$ cat config.mk
export PLATFORM = sky130hd
export DESIGN_NAME = dcache_refill_unit
export DESIGN_NICKNAME = d
export VERILOG_FILES = /design/src/rtl/dcache_refill_unit.sv
export SDC_FILE = /design/constraint.sdc
export NUM_CORES = 1
export LEC_CHECK = 0
export ABC_CLOCK_PERIOD_IN_PS = 12620
export CELL_PAD_IN_SITES_DETAIL_PLACEMENT = 0
export CELL_PAD_IN_SITES_GLOBAL_PLACEMENT = 1
export CORE_MARGIN = 1
export CORE_UTILIZATION = 41
export CTS_CLUSTER_DIAMETER = 80
export DETAILED_ROUTE_END_ITERATION = 8
export PLACE_DENSITY_LB_ADDON = 0.15
export SETUP_SLACK_MARGIN = 0.2
export SYNTH_ARGS = -nofsm -noshare
export SYNTH_HDL_FRONTEND = slang
export SYNTH_SLANG_ARGS = --single-unit
$ cat constraint.sdc
create_clock -name clk -period 12.62 [get_ports clk]
set_input_delay 1.893 -clock clk [delete_from_list [all_inputs] [get_ports clk]]
set_output_delay 1.893 -clock clk [all_outputs]
set_load 0.005 [all_outputs]
$ cat src/rtl/dcache_refill_unit.sv
// dcache_refill_unit: read-miss line refill for data_cache.
// Fetches one BLOCK_SIZE-bit line as a burst of 32-bit beats, assembles it,
// then presents it on the repair port for a single cycle.
// Build option: define DCACHE_REFILL_CWF_EN for critical-word-first bursts
// with an early critical-word strobe; undefined gives line-aligned bursts
// with the critical word returned together with the repair strobe.
module dcache_refill_unit #(
    parameter int unsigned BLOCK_SIZE = 128,
    parameter int unsigned ADDR_WIDTH = 32
) (
    input  logic                  clk,
    input  logic                  rst,
    input  logic                  miss_req_i,
    input  logic [ADDR_WIDTH-1:0] miss_addr_i,
    output logic                  miss_ready_o,
    output logic                  mem_req_o,
    output logic [ADDR_WIDTH-1:0] mem_addr_o,
    input  logic                  mem_gnt_i,
    input  logic                  mem_rvalid_i,
    input  logic [31:0]           mem_rdata_i,
    output logic                  is_repair_o,
    output logic [BLOCK_SIZE-1:0] repair_data_o,
    output logic [ADDR_WIDTH-1:0] repair_addr_o,
    output logic                  crit_valid_o,
    output logic [31:0]           crit_data_o
);

    localparam int unsigned WORDS = BLOCK_SIZE / 32;
    localparam int unsigned IDXW  = $clog2(WORDS);
    localparam int unsigned OFFW  = $clog2(BLOCK_SIZE / 8);
    localparam int unsigned CNTW  = IDXW + 1;

    typedef enum logic [1:0] {
        IDLE = 2'd0,
        REQ  = 2'd1,
        FILL = 2'd2,
        DONE = 2'd3
    } state_e;

    state_e                state_q, state_d;
    logic [ADDR_WIDTH-1:0] line_addr_q, line_addr_d;
    logic [ADDR_WIDTH-1:0] mem_addr_q, mem_addr_d;
    logic [ADDR_WIDTH-1:0] repair_addr_q, repair_addr_d;
    logic [BLOCK_SIZE-1:0] line_q, line_d;
    logic [BLOCK_SIZE-1:0] repair_data_q, repair_data_d;
    logic [IDXW-1:0]       crit_idx_q, crit_idx_d;
    logic [CNTW-1:0]       cnt_q, cnt_d;
    logic                  crit_valid_q, crit_valid_d;
    logic [31:0]           crit_data_q, crit_data_d;

    logic [IDXW-1:0]       start_idx;
    logic [IDXW-1:0]       slot;
    logic                  beat;
    logic                  last_beat;
    logic [ADDR_WIDTH-1:0] req_line_addr;
    logic [ADDR_WIDTH-1:0] req_burst_addr;

    // Byte-offset bits of the load address are not needed for a word refill.
    logic unused_addr_bits;
    assign unused_addr_bits = ^miss_addr_i[1:0];

    // Burst start word within the line: the critical word or word 0.
    always_comb begin
`ifdef DCACHE_REFILL_CWF_EN
        start_idx = crit_idx_q;
`else
        start_idx = '0;
`endif
    end

    // Address decode of the incoming miss.
    always_comb begin
        req_line_addr = {miss_addr_i[ADDR_WIDTH-1:OFFW], OFFW'(0)};
`ifdef DCACHE_REFILL_CWF_EN
        req_burst_addr = {miss_addr_i[ADDR_WIDTH-1:2], 2'b00};
`else
        req_burst_addr = req_line_addr;
`endif
    end

    assign slot      = start_idx + cnt_q[IDXW-1:0];
    assign beat      = (state_q == FILL) && mem_rvalid_i;
    assign last_beat = beat && (cnt_q == CNTW'(WORDS - 1));

    // Next-state and datapath updates.
    always_comb begin
        state_d       = state_q;
        line_addr_d   = line_addr_q;
        mem_addr_d    = mem_addr_q;
        repair_addr_d = repair_addr_q;
        line_d        = line_q;
        repair_data_d = repair_data_q;
        crit_idx_d    = crit_idx_q;
        cnt_d         = cnt_q;
        crit_valid_d  = 1'b0;
        crit_data_d   = crit_data_q;

        if (beat) begin
            line_d[{slot, 5'd0} +: 32] = mem_rdata_i;
        end

        case (state_q)
            IDLE: begin
                if (miss_req_i) begin
                    line_addr_d = req_line_addr;
                    mem_addr_d  = req_burst_addr;
                    crit_idx_d  = miss_addr_i[IDXW+1:2];
                    cnt_d       = '0;
                    state_d     = REQ;
                end
            end
            REQ: begin
                if (mem_gnt_i) begin
                    state_d = FILL;
                end
            end
            FILL: begin
                if (beat) begin
                    cnt_d = cnt_q + CNTW'(1);
`ifdef DCACHE_REFILL_CWF_EN
                    if (cnt_q == '0) begin
                        crit_valid_d = 1'b1;
                        crit_data_d  = mem_rdata_i;
                    end
`endif
                end
                if (last_beat) begin
                    state_d       = DONE;
                    repair_data_d = line_d;
                    repair_addr_d = line_addr_q;
`ifndef DCACHE_REFILL_CWF_EN
                    crit_valid_d  = 1'b1;
                    crit_data_d   = line_d[{crit_idx_q, 5'd0} +: 32];
`endif
                end
            end
            DONE: begin
                state_d = IDLE;
            end
            default: begin
                state_d = IDLE;
            end
        endcase
    end

    // State register.
    always_ff @(posedge clk or posedge rst) begin
        if (rst) begin
            state_q <= IDLE;
        end else begin
            state_q <= state_d;
        end
    end

    // Datapath registers.
    always_ff @(posedge clk or posedge rst) begin
        if (rst) begin
            line_addr_q   <= '0;
            mem_addr_q    <= '0;
            repair_addr_q <= '0;
            line_q        <= '0;
            repair_data_q <= '0;
            crit_idx_q    <= '0;
            cnt_q         <= '0;
            crit_valid_q  <= 1'b0;
            crit_data_q   <= '0;
        end else begin
            line_addr_q   <= line_addr_d;
            mem_addr_q    <= mem_addr_d;
            repair_addr_q <= repair_addr_d;
            line_q        <= line_d;
            repair_data_q <= repair_data_d;
            crit_idx_q    <= crit_idx_d;
            cnt_q         <= cnt_d;
            crit_valid_q  <= crit_valid_d;
            crit_data_q   <= crit_data_d;
        end
    end

    assign miss_ready_o  = (state_q == IDLE);
    assign mem_req_o     = (state_q == REQ);
    assign is_repair_o   = (state_q == DONE);
    assign mem_addr_o    = mem_addr_q;
    assign repair_data_o = repair_data_q;
    assign repair_addr_o = repair_addr_q;
    assign crit_valid_o  = crit_valid_q;
    assign crit_data_o   = crit_data_q;

endmodule
==> flow_metrics.env <==
export IMPL_nets=1657
export IMPL_cap_violations=0
export IMPL_ys_types=46
export IMPL_ys_seq_area_share_pct=59.00
export IMPL_p_per_area_mw_per_mm2=176.0
export IMPL_synthToLayoutAreaGrowth_pct=29.86
export IMPL_root_buffer="clkbuf_16"
export IMPL_yosysTopAreaCell="dfrtp_1"
export IMPL_required_ns=13.02
export IMPL_grt_pass1_wl_mm=69.46
export IMPL_min_to="repair_data_o[44]$_DFFE_PP0P_"
export IMPL_rsz0062_at_grt="false"
export IMPL_p_seq_share_pct=41.6
export IMPL_htreeDepth=2
export IMPL_avgSynthCellArea_um2=11.19
export IMPL_cts_sinks=352
export IMPL_cts_resized=0
export IMPL_ant_nets=0
export IMPL_io_pins=297
export IMPL_postPlaceCellArea_mm2=0.01813
export IMPL_die_h_um=192.8
export IMPL_cts_buffer_depth=3
export IMPL_min_period_ns=5.111
export IMPL_fin_tns_setup_ns=0
export IMPL_synth_top_area_share_pct=59.00
export IMPL_firstDrtPassIters=8
export IMPL_cts_hold_buf=0
export IMPL_grt_start_max_net_pins=154
export IMPL_final_area_mm2=0.01939
export IMPL_gp_congestion=0.7920
export IMPL_rr_worst_depth=9
export IMPL_register_area_mm2=0.008808
export IMPL_drv_slew=0
export IMPL_p_sw_share_pct=29.98
export IMPL_reg2reg_to="crit_data_o[24]$_DFFE_PP0P_"
export IMPL_cp_slowest_cell="inv_6"
export IMPL_wirelength_mm=45.49
export IMPL_critPathTopFamily="buffers and inverters"
export IMPL_combPwrFrac_pct=25.2
export IMPL_cp_end_kind="flip-flop"
export IMPL_die_area_mm2=0.03718
export IMPL_antenna_found_initial=1
export IMPL_grt_usage_pct=24.65
export IMPL_grt_ovfl_total=0
export IMPL_syn_inst=1334
export IMPL_hold_path_class="reg2reg"
export IMPL_avgViaCountPerCell=5.478
export IMPL_synth_top_cells_by_count="nand2_1, dfrtp_1, mux2_2, clkbuf_1, and4b_1"
export IMPL_ys_warn_count=0
export IMPL_fillers=3140
export IMPL_power_leakage_nw=9.109
export IMPL_port_buffers=286
export IMPL_drc_errors=68
export IMPL_ys_flop_type="dfrtp_1"
export IMPL_path_class="in2reg"
export IMPL_fmax_ghz=0.1957
export IMPL_drt_initial_drc_count=805
export IMPL_grt_pass1_vias=11230
export IMPL_yosysMostFrequentCell="nand2_1"
export IMPL_startpoint_type="input pin"
export IMPL_post_cts_buffers=0
export IMPL_arrival_ns=5.51
export IMPL_synth_area_leaders="dfrtp_1, nand2_1, mux2_2, and4b_1, a32o_1"
export IMPL_syn_cell_area_mm2=0.01493
export IMPL_tightest_slew_ns=1.022
export IMPL_outcome="finished, violations left"
export IMPL_peakVddDrop_mv=0.1390
export IMPL_timing_rr_start="cnt_q[0]$_DFFE_PP0P_"
export IMPL_async_flop_share_pct=100.0
export IMPL_hold_viol=0
export IMPL_multiInputGateArea_mm2=0.005588
export IMPL_hold_start="repair_data_o[44]$_DFFE_PP0P_"
export IMPL_clk_pin_slew_ns=0.05
export IMPL_die_x_um=192.8
export IMPL_drive_gt1_share_pct=12.36
export IMPL_setup_viol=0
export IMPL_finalPower_mw=3.411
export IMPL_max_stage_delay_ns=0.82
export IMPL_worstPathMaxFanout=94
export IMPL_worst_path_buf_inv=3
export IMPL_synth_seq_cells=352
export IMPL_finalCritPeriodShare_pct=40.50
export IMPL_cts_tree="yes"
export IMPL_coreArea_mm2=0.03574
export IMPL_slew_headroom_pct=31.87
export IMPL_path_cells="buf_2 -> nand3_4 -> inv_6 -> buf_4 -> mux2_2"
export IMPL_skew_ns=0.01936
export IMPL_p_int_mw=2.389
export IMPL_ff2ff_setup_slack_ns=8.50
export IMPL_holdPathStages=2
export IMPL_initial_core_util_pct=41.77
export IMPL_hpwl_mm=28.25
export IMPL_violations="design-rule violations"
export IMPL_p_clk_share_pct=33.2
export IMPL_wl_per_cell_um=22.04
export IMPL_p_switching_mw=1.023
export IMPL_cts_buffers=39
export IMPL_core_rowCount=69
export IMPL_clock_latency_ns=0.53
export IMPL_synth_edf_count=0
export IMPL_vias=11310
[worst max path at each step]
stage / startpoint / to / cells past startpoint / slack, ns
6_report: mem_rvalid_i / repair_data_o[6]$_DFFE_PP0P_ / 5 / 7.51
3_5_place_dp: mem_rvalid_i / repair_data_o[2]$_DFFE_PP0P_ / 5 / 6.97
4_1_cts: mem_rvalid_i / repair_data_o[6]$_DFFE_PP0P_ / 5 / 7.52
3_3_place_gp: mem_rvalid_i / repair_data_o[9]$_DFFE_PP0P_ / 5 / 6.94
2_1_floorplan: rst / cnt_q[0]$_DFFE_PP0P_ / 1 / 0.96
5_1_grt: mem_rvalid_i / crit_data_o[9]$_DFFE_PP0P_ / 6 / 7.29
[power by group through the flow]
stage | registers (mW) | logic [mW] | clock network [mW]
floorplan | 1.41 | 0.438 | 0
global placement | 1.43 | 0.850 | 0
detailed placement | 1.44 | 0.856 | 0
CTS | 1.42 | 0.862 | 1.15
global route | 1.44 | 0.929 | 1.19
finish | 1.42 | 0.860 | 1.13
[worst register-to-register path: cells and delay by family, from the launching register on]
| family | cells | cell delay (ns) |
|---|---|---|
| AO/OA/AOI/OAI | 2 | 0.67 |
| flip-flops | 1 | 0.35 |
| AND/OR/NAND/NOR | 1 | 0.80 |
| multiplexers | 1 | 0.18 |
| adder cells (fa/ha/maj) | 1 | 0.56 |
| buffers and inverters | 4 | 1.45 |
[cell families after synthesis]
group,Yosys count,synth area share (%)
buf+inv,140,4.098
fa+ha+maj,11,0.9219
simple gates,509,15.29
mux,98,7.241
other cells,1,0.02512
compound gates,223,13.43
flops,352,59.00
[metal layers]
layer,up-vias,GRT usage (%),share of wire (%)
li1,5167,-,-
met1,5629,35.92,46
met2,447,34.96,42
met3,63,7.947,9.8
met4,0,6.572,2.3
met5,-,0,0
[sequential cells by signal (all words and copies together), names as in the netlist]
signal and count:
state_q 2, crit_valid_o 1, mem_addr_o 28, cnt_q 3, crit_data_o 32, line_q 128
repair_addr_o 28, repair_data_o 128, crit_idx_q 2
[stage by stage]
stage | utilization (%) | std cells | hold slack [ns] | worst slack, ns
final | 54.24 | 2064 | 0.4706 | 7.509
after global routing | 54.24 | 2063 | 0.4911 | 7.293
after CTS | 54.24 | 2063 | 0.4769 | 7.520
after detailed placement | 50.71 | 1997 | 0.4615 | 6.966
after global placement | 50.71 | 1997 | 0.4563 | 6.937
after floorplan | - | 1341 | 0.4449 | 0.9635
[cell type report]
cell class                      count  area share [%]
Antenna cell                        1         0.01291
Clock buffer                       54           5.905
Clock inverter                     12          0.5873
Inverter                           26          0.5679
Multi-Input combinational cell    849           28.82
Sequential cell                   352           45.43
Tap cell                          461           2.975
Timing Repair Buffer              309           15.70
[placed cells by master (no fill, tap or decap), drive strengths merged, types with 26 or more instances in the layout]
master,instances
o21ai,38
a32o,31
inv,26
o2bb2ai,27
clkdlybuf4s50,285
nand4,27
and4b,33
clkbuf,54
nand2,397
dfrtp,352
mux2,80
Note: power is estimated with default switching activity, not from simulation.
